--- config.mk ---
export PLATFORM = sky130hd
export DESIGN_NAME = serial_add_sequencer
export DESIGN_NICKNAME = d
export VERILOG_FILES = /design/src/rtl/serial_add_sequencer.sv
export SDC_FILE = /design/constraint.sdc
export NUM_CORES = 1
export LEC_CHECK = 0
export CELL_PAD_IN_SITES_DETAIL_PLACEMENT = 1
export CELL_PAD_IN_SITES_GLOBAL_PLACEMENT = 1
export CORE_MARGIN = 2
export CORE_UTILIZATION = 35
export CTS_BUF_LIST = sky130_fd_sc_hd__clkbuf_4 sky130_fd_sc_hd__clkbuf_8
export DETAILED_ROUTE_END_ITERATION = 10
export GPL_TIMING_DRIVEN = 0
export PLACE_DENSITY = 0.75
export RECOVER_POWER = 100
export SLEW_MARGIN = 0
export SYNTH_ARGS = -nofsm -noshare
export SYNTH_HDL_FRONTEND = slang
export SYNTH_SLANG_ARGS = --single-unit
--- constraint.sdc ---
create_clock -name clk -period 3.3 [get_ports clk]
set_input_delay 0.33 -clock clk [delete_from_list [all_inputs] [get_ports clk]]
set_output_delay 0.33 -clock clk [all_outputs]
set_load 0.05 [all_outputs]
--- src/rtl/serial_add_sequencer.sv ---
// Multi-cycle WIDTH-bit adder: one 2-bit ripple slice per clock, carry held
// between slices, operands in and result out over valid/ready handshakes.
module serial_add_sequencer #(
  parameter int WIDTH = 8,
  parameter int CNT_W = (WIDTH / 2 > 1) ? $clog2(WIDTH / 2) : 1
) (
  input  logic             clk,
  input  logic             rst_n,
  input  logic             in_valid,
  output logic             in_ready,
  input  logic [WIDTH-1:0] a,
  input  logic [WIDTH-1:0] b,
  input  logic             cin,
  output logic             out_valid,
  input  logic             out_ready,
  output logic [WIDTH-1:0] sum,
  output logic             cout,
  output logic             ovf,
  output logic             busy
);

  typedef enum logic [1:0] {
    ST_IDLE = 2'd0,
    ST_RUN  = 2'd1,
    ST_DONE = 2'd2
  } state_e;

  localparam logic [CNT_W-1:0] LAST_SLICE = CNT_W'(WIDTH / 2 - 1);

  function automatic logic maj(input logic x, input logic y, input logic z);
    return (x & y) | (x & z) | (y & z);
  endfunction

  state_e             state_q, state_d;
  logic [WIDTH-1:0]   a_q, a_d, b_q, b_d, acc_q, acc_d, sum_q, sum_d;
  logic [CNT_W-1:0]   cnt_q, cnt_d;
  logic               carry_q, carry_d, cout_q, cout_d, ovf_q, ovf_d;
  logic               in_ready_q, in_ready_d, out_valid_q, out_valid_d;
  logic               busy_q, busy_d;
  logic               s0_s, s1_s, c1_s, c2_s;
  logic [WIDTH+1:0]   acc_ext_s;

  // State and datapath registers
  always_ff @(posedge clk or negedge rst_n) begin
    if (!rst_n) begin
      state_q     <= ST_IDLE;
      a_q         <= '0;
      b_q         <= '0;
      acc_q       <= '0;
      sum_q       <= '0;
      cnt_q       <= '0;
      carry_q     <= 1'b0;
      cout_q      <= 1'b0;
      ovf_q       <= 1'b0;
      in_ready_q  <= 1'b1;
      out_valid_q <= 1'b0;
      busy_q      <= 1'b0;
    end else begin
      state_q     <= state_d;
      a_q         <= a_d;
      b_q         <= b_d;
      acc_q       <= acc_d;
      sum_q       <= sum_d;
      cnt_q       <= cnt_d;
      carry_q     <= carry_d;
      cout_q      <= cout_d;
      ovf_q       <= ovf_d;
      in_ready_q  <= in_ready_d;
      out_valid_q <= out_valid_d;
      busy_q      <= busy_d;
    end
  end

  // Slice arithmetic, next-state and registered output decodes
  always_comb begin
    state_d     = state_q;
    a_d         = a_q;
    b_d         = b_q;
    acc_d       = acc_q;
    sum_d       = sum_q;
    cnt_d       = cnt_q;
    carry_d     = carry_q;
    cout_d      = cout_q;
    ovf_d       = ovf_q;
    in_ready_d  = in_ready_q;
    out_valid_d = out_valid_q;
    busy_d      = busy_q;

    s0_s      = a_q[0] ^ b_q[0] ^ carry_q;
    c1_s      = maj(a_q[0], b_q[0], carry_q);
    s1_s      = a_q[1] ^ b_q[1] ^ c1_s;
    c2_s      = maj(a_q[1], b_q[1], c1_s);
    // New slice enters at the top so the first slice lands at [1:0] when done
    acc_ext_s = {s1_s, s0_s, acc_q};

    case (state_q)
      ST_IDLE: begin
        if (in_valid) begin
          a_d        = a;
          b_d        = b;
          carry_d    = cin;
          cnt_d      = '0;
          acc_d      = '0;
          state_d    = ST_RUN;
          in_ready_d = 1'b0;
          busy_d     = 1'b1;
        end else begin
          state_d = ST_IDLE;
        end
      end
      ST_RUN: begin
        acc_d   = acc_ext_s[WIDTH+1:2];
        a_d     = a_q >> 2'd2;
        b_d     = b_q >> 2'd2;
        carry_d = c2_s;
        if (cnt_q == LAST_SLICE) begin
          sum_d       = acc_ext_s[WIDTH+1:2];
          cout_d      = c2_s;
          ovf_d       = c1_s ^ c2_s;
          state_d     = ST_DONE;
          out_valid_d = 1'b1;
        end else begin
          cnt_d = cnt_q + CNT_W'(1);
        end
      end
      ST_DONE: begin
        if (out_ready) begin
          state_d     = ST_IDLE;
          out_valid_d = 1'b0;
          in_ready_d  = 1'b1;
          busy_d      = 1'b0;
        end else begin
          state_d = ST_DONE;
        end
      end
      default: begin
        state_d     = ST_IDLE;
        in_ready_d  = 1'b1;
        out_valid_d = 1'b0;
        busy_d      = 1'b0;
      end
    endcase
  end

  assign in_ready  = in_ready_q;
  assign out_valid = out_valid_q;
  assign busy      = busy_q;
  assign sum       = sum_q;
  assign cout      = cout_q;
  assign ovf       = ovf_q;

endmodule

Word-level counts from Yosys, hierarchy flattened --
Cells that the tools add are included.
Storage, ports and cells: logic and storage cells 67, input bits 21, memories kept 0, memory bits (writable) 0, latch bits 0, flip-flop bits (word level) 42, ROM bits 0, output and inout port bits 13
Cells by class: div/mod/pow operators 0, reduce and logical (&&, ||, !) cells 7, order comparisons 0, bitwise operators 17, equal/unequal tests 7, shift-type cells 0, muxes and demuxes 23, add/subtract/negate cells 1, $mul 0
Operators by type and width (count):
- 8-bit case mux with 2 select lines | 3
- 8-bit two-way mux | 3
- 1-bit case mux with 3 select lines | 3
- 3-bit AND reduction | 3
- 2-bit two-way mux | 4
- 2-bit != test, second input constant | 4
- 1-bit two-way mux | 7
- 1-bit bitwise AND | 6
- 2-bit case mux with 3 select lines | 1
- 1-bit bitwise XOR | 5
- 2-bit equality test, second input constant | 2
- 1-bit bitwise OR | 4
- 2-bit case mux with 2 select lines | 1
- 2-bit AND reduction | 2
- 2-bit by 1-bit adder with 2-bit output, second input constant | 1
- 2-bit by 1-bit equality test with 1-bit output, second input constant | 1
- 2-bit logical NOT | 1
- 1-bit inverter | 2
- 1-bit case mux with 2 select lines | 1
- 2-bit nonzero test | 1

Logic depth before layout (Yosys ltp) --
Gate-level depths: netlist (run 1).
depth after elaboration 7, mapped depth 5, gate-level depth less buffers 5

Worst setup path after synthesis (run 1) --
OpenSTA, ideal clock, no wires.
path type reg2reg, from register a_q[0], to register acc_q[7], cell stages (with the launch flop) 5, path buffers 0, slack 1.757 ns, library setup time 0.083 ns, arrival 1.460 ns, period minus slack after synthesis 1.543 ns, required time 3.217 ns, cell sequence dfrtp_1 fa_1 inv_1 fa_1 o21ai_0
Between the ends: word-level cells in the longest chain between the ends 5, elaborated cells between the ends (all ways) 6, those cells by class mux (1); bitwise (5)
Ends and longest elaborated chain:
- start: declaration | line 35 | logic [WIDTH-1:0] a_q, a_d, b_q, b_d, acc_q, acc_d, sum_q, sum_d;
- start signal: assignment | line 47 | a_q <= '0;
- start signal: assignment | line 60 | a_q <= a_d;
- 1-bit bitwise AND | line 31 | return (x & y) | (x & z) | (y & z);
- 1-bit bitwise OR * (2 in a row) | line 31
- 1-bit bitwise XOR * | line 91 | s1_s = a_q[1] ^ b_q[1] ^ c1_s;
- 8-bit case mux with 2 select lines * | line 96 | case (state_q)
- end signal: assignment | line 49 | acc_q <= '0;
- end signal: assignment | line 62 | acc_q <= acc_d;
- end: declaration | line 35
Every way passes the cells marked *; elsewhere a longest branch is shown, timed or not. A chain may end at the register's enable or synchronous reset.

Worst setup path after layout (run 1) --
from register in_ready_q (netlist: in_ready), to output in_ready
RTL lines:
- start: declaration | line 38 | logic in_ready_q, in_ready_d, out_valid_q, out_valid_d;
- start signal: assignment | line 68 | in_ready_q <= in_ready_d;
- end: declaration | line 10 | output logic in_ready,
No word-level cell between the ends.

==> results.yml, run 1 <==
setup_path:
  crit_required_ns: 2.97
  worstSetupPathType: "reg -> out"
  crit_chain: "dlygate4sd3_1"
  crit_fanout: 3
  start_kind: "register"
  critPathSlowestCell: "dlygate4sd3_1"
  end_kind: "primary output"
  cpPeakStageDelay_ns: 0.88
  critPathBufInv: 1
  arrival_ns: 1.71
  crit_family: "buffers and inverters"
global_route:
  grt_pass1_wl_mm: 7.20
  grt_pass1_vias: 1465
  grt_max_degree: 41
  antenna_found_initial: 0
  gr-total-overflow: 0
  track_usage: 0.173
routing:
  via_count: 1346
  final_antenna_net_count: 0
  viasPerCell: 5.24
  firstDrtPassIters: 4
  drt-initial-drc-count: 61
  drcViolationCount: 0
  wire_per_inst_um: 16.6
  wl_mm: 4.25
cts:
  clkTransAtPathRegs_ns: 0.08
  cts-root-buf: "clkbuf_8"
  cts_hold_buffers: 0
  cts_tree: "built"
  numCtsBuffers: 5
  cts_resized: 0
  postCtsSetupBuffers: 0
  max-clock-path-buffers: 2
  clock_sinks: 40
  htreeDepth: 2
  clock_latency_ns: 0.29
synthesis:
  synth.distinct_cells: 34
  synth_area_leaders: "dfrtp_1, o22ai_1, a22o_1"
  synth_top_cell_by_area: "dfrtp_1"
  synth_nets: 173
  yosysWarnings: 0
  synth_flop_cell: "dfrtp_1"
  syn_avg_cell_area_um2: 11.9
  synth-edff-count: 0
  ys_ff_latch: 40
  ys_seq_area_frac: 0.564
  async_flop_share: 1.00
  synthCells: 149
  synth_area_mm2: 0.00178
  synth_top_area_frac: 0.549
place:
  globalplace.congestion: 0.784
  portBuffers: 33
  dp_cells: 249
  dp_slack_ns: 1.60
  dp_hpwl_mm: 3.15
outcome:
  violations: "capacitance limit, slew limit"
  status: "finished with violations"
timing:
  tightest_slew_ns: 2.16
  fin_skew_ns: 0.00838
  rsz0062_at_grt: "false"
  finalHoldViolations: 0
  setup_violations: 0
  maxSlewHeadroom: -0.440
  max_clock_freq_ghz: 0.490
  setup_ws_ns: 1.26
  setup_tns_ns: 0
  maxSlewViolCount: 41
  period_needed_ns: 2.04
  min_period_over_period: 0.618
power:
  p_leak_nw: 0.989
  total_power_mw: 2.30
  p_per_area_mw_per_mm2: 1030
  peakVddDrop_v: 0.000283
layout:
  finalNonFillerCells: 257
  syn2layout_area_growth_pct: 25.6
  final_cell_mix: "dfrtp_1, clkdlybuf4s50_1, o22ai_1"
  layout-drive-gt1-share: 0.105
  final_common_cell: "dfrtp_1"
  n_antenna_cell: 0
  nNetsFinal: 213
floorplan:
  start_util: 0.369
  fp.coreArea_mm2: 0.00482
  row_count: 25
  ioPinCount: 34
  fp.dieH_um: 75.3
  dieArea_mm2: 0.00566
  chipWidth_um: 75.3
hold_path:
  hold_path_class: "reg -> reg"
run:
  maxCapViolCount: 1
sequential cells by signal, summed over array words and instances (netlist names), 2 cells and up:
register	flops
b_q	8
state_q	2
sum	8
a_q	8
cnt_q	2
acc_q	6
cell families (layout without fill, tap and decap cells):
group,after synthesis,in the layout,synth area share
adders and majority gates,3,3,0.0296
DFF,40,40,0.564
AOI/OAI and AO/OA,56,56,0.213
buffers and inverters,16,57,0.0500
and+or+nand+nor,26,26,0.0880
muxes,7,7,0.0507
xor gates and xnor gates,1,1,0.00493
layout make-up:
type	count	area, µm²
plain buffers	9	51.3
fillers	533	2580
well taps	67	83.8
multi-input cells	93	652
clock inverters	2	10.0
repair buffers	33	324
clock buffers	6	82.6
flip-flops and latches	40	1000
inverters	7	26.3
per-layer routing:
layer | part of all wire | wire length (µm) | GRT usage | vias to the layer above
li1 | - | - | - | 629
met1 | 0.45 | 1920 | 0.230 | 673
met2 | 0.49 | 2080 | 0.275 | 36
met3 | 0.045 | 193 | 0.0442 | 8
met4 | 0.016 | 67 | 0.0624 | 0
met5 | 0 | 0 | 0 | -
Yosys cell counts (all sizes together), types with 2 or more instances:
library cell,instances
a21oi,9
buf,8
mux2,7
a22o,8
o22ai,17
dfrtp,39
fa,2
nand2,10
inv,7
nor2,7
nand2b,4
a2bb2oi,5
o21ai,10
path summary, 6_finish.rpt:
check	cells after the start	from	end	slack, ns
max	1	in_ready	in_ready	1.26
min	2	sum[7]	sum[7]	0.49
max reg2reg	4	cnt_q[0]	sum[6]	1.48
min reg2reg	2	sum[7]	sum[7]	0.49
max in group asynchronous	1	rst_n	b_q[1]	1.40
min in group asynchronous	1	rst_n	sum[3]	0.66
where the power goes:
group	total (mW)	switching [mW]	leakage [nW]	internal (mW)
combinational	1.09	0.651	0.450	0.443
clock	0.337	0.170	0.0510	0.167
sequential	0.868	0.157	0.488	0.711
total	2.30	0.978	0.989	1.32
per-stage QoR:
stage / instance area, µm² / hold WS [ns] / util
5_1_grt: 2230 / 0.523 / 0.463
3_3_place_gp: 2190 / 0.470 / 0.455
3_5_place_dp: 2190 / 0.477 / 0.454
4_1_cts: 2280 / 0.188 / 0.473
6_report: 2230 / 0.488 / 0.463
2_1_floorplan: 1780 / 0.0344 / -
Power figures use the tool's default switching activity.
==> run 2, diff against run 1 <==
==> constraint.sdc (replaced) <==
create_clock -name clk -period 1.9 [get_ports clk]
set_input_delay 0.19 -clock clk [delete_from_list [all_inputs] [get_ports clk]]
set_output_delay 0.19 -clock clk [all_outputs]
set_load 0.05 [all_outputs]
==> run 2 against run 1 <==
  * The run now ends clean
  * Worst hold slack lost 0.43 ns
  * Clock skew is essentially flat
  * Sequential share of layout area fell by 0.050 points
  * Non-clock buffer count is the same
  * Design area grew 0.11%
  * Combinational power up 74%
  * Final cell count unchanged
  * First-iteration DRC count rose by 1.6%
  * Sequential power rose by 74%
  * Critical path type unchanged
  * Largest power group unchanged
==> results.yml, run 2 (synthesis results as in run 1) <==
place:
  portBuffers: 33
  globalplace.congestion: 0.784
  dp_hpwl_mm: 3.15
timing:
  holdWs_ns: 0.0574
  maxSlewViolCount: 0
  period_needed_ns: 1.84
  finalHoldViolations: 0
  fin_skew_ns: 0.00804
  rsz0062_at_grt: "false"
  min_period_over_period: 0.966
  maxSlewHeadroom: 0.326
  tightest_slew_ns: 1.01
  setup_violations: 0
  max_clock_freq_ghz: 0.545
setup_path:
  cpPeakStageDelay_ns: 0.81
  critPathSlowestCell: "clkdlybuf4s50_1"
  crit_fanout: 3
  crit_required_ns: 1.71
  worstSetupPathType: "reg -> out"
  end_kind: "primary output"
  start_kind: "register"
  arrival_ns: 1.65
  crit_family: "buffers and inverters"
  crit_chain: "clkdlybuf4s50_1"
  critPathBufInv: 1
layout:
  layout-drive-gt1-share: 0.116
  final_cell_mix: "dfrtp_1, clkdlybuf4s50_1, o22ai_1"
  nNetsFinal: 213
  final_common_cell: "dfrtp_1"
  finish.utilization: 0.464
  n_antenna_cell: 0
  syn2layout_area_growth_pct: 25.8
floorplan:
  dieArea_mm2: 0.00566
  row_count: 25
  chipWidth_um: 75.3
  fp.coreArea_mm2: 0.00482
  ioPinCount: 34
  start_util: 0.369
  fp.dieH_um: 75.3
routing:
  firstDrtPassIters: 4
  drcViolationCount: 0
  wl_mm: 4.26
  wire_per_inst_um: 16.6
  final_antenna_net_count: 0
  viasPerCell: 5.25
  drt-initial-drc-count: 62
  via_count: 1348
cts:
  numCtsBuffers: 5
  cts_hold_buffers: 0
  cts_tree: "built"
  max-clock-path-buffers: 2
  cts_resized: 0
  htreeDepth: 2
  clock_sinks: 40
  cts-root-buf: "clkbuf_8"
  clkTransAtPathRegs_ns: 0.08
  clock_latency_ns: 0.29
  postCtsSetupBuffers: 0
global_route:
  track_usage: 0.173
  grt_pass1_vias: 1465
  met3_usage: 0.0442
  gr-total-overflow: 0
  antenna_found_initial: 0
  grt.busiest_layer: "met2"
  globalRouteMet2Util: 0.275
  use_met1: 0.230
  grt_pass1_wl_mm: 7.20
  grt_max_degree: 41
power:
  total_power_mw: 4.00
  p_per_area_mw_per_mm2: 1790
  p_leak_nw: 0.992
  peakVddDrop_v: 0.000492
run:
  maxCapViolCount: 0
hold_path:
  hold_path_class: "in -> async"
outcome:
  status: "complete, no violations"
==> run 2: cell types whose count changed in the layout (fill, tap and decap cells not counted) <==
cell             delta
clkbuf_1            -2
clkbuf_2            +2
clkdlybuf4s50_1     +1
dlygate4sd3_1       -1
==> run 2: power breakdown <==
group	total [mW]	internal (mW)	switching, mW
Sequential	1.51	1.23	0.274
Clock	0.588	0.290	0.298
Combinational	1.90	0.774	1.13
Total	4.00	2.30	1.70
==> run 2: area by class of cell <==
class	instances	area, µm²
well taps	67	83.8
repair buffers	33	325
multi-input cells	93	652
plain buffers	9	52.6
inverters	7	26.3
clock inverters	2	10.0
clock buffers	6	82.6
flip-flops and latches	40	1000
fillers	531	2580
==> run 2: routing by layer <==
layer / up-vias / share of wire / routed length, µm
li1: 630 / - / -
met4: 0 / 0.016 / 70
met3: 9 / 0.043 / 183
met2: 34 / 0.48 / 2070
met5: - / 0 / 0
met1: 675 / 0.46 / 1940
==> run 2: metrics by stage <==
step	worst slack [ns]	area [µm²]	TNS, ns	cells
floorplan	0.357	1780	0	149
global placement	-0.338	2190	-13.12	249
detailed placement	0.201	2190	0	249
CTS	0.0487	2280	0	257
global route	0.0113	2230	0	257
finish	0.0650	2230	0	257
==> run 2: final timing paths <==
check,cells after the start,start,endpoint,slack [ns]
setup reg to reg,4,a_q[0],acc_q[7],0.20
max in group asynchronous,1,rst_n,b_q[1],1.22
setup / recovery,1,in_ready,in_ready,0.06
min in group clk,3,b[6],b_q[6],0.46
hold / removal,1,rst_n,acc_q[2],0.06
hold reg to reg,2,sum[7],sum[7],0.49
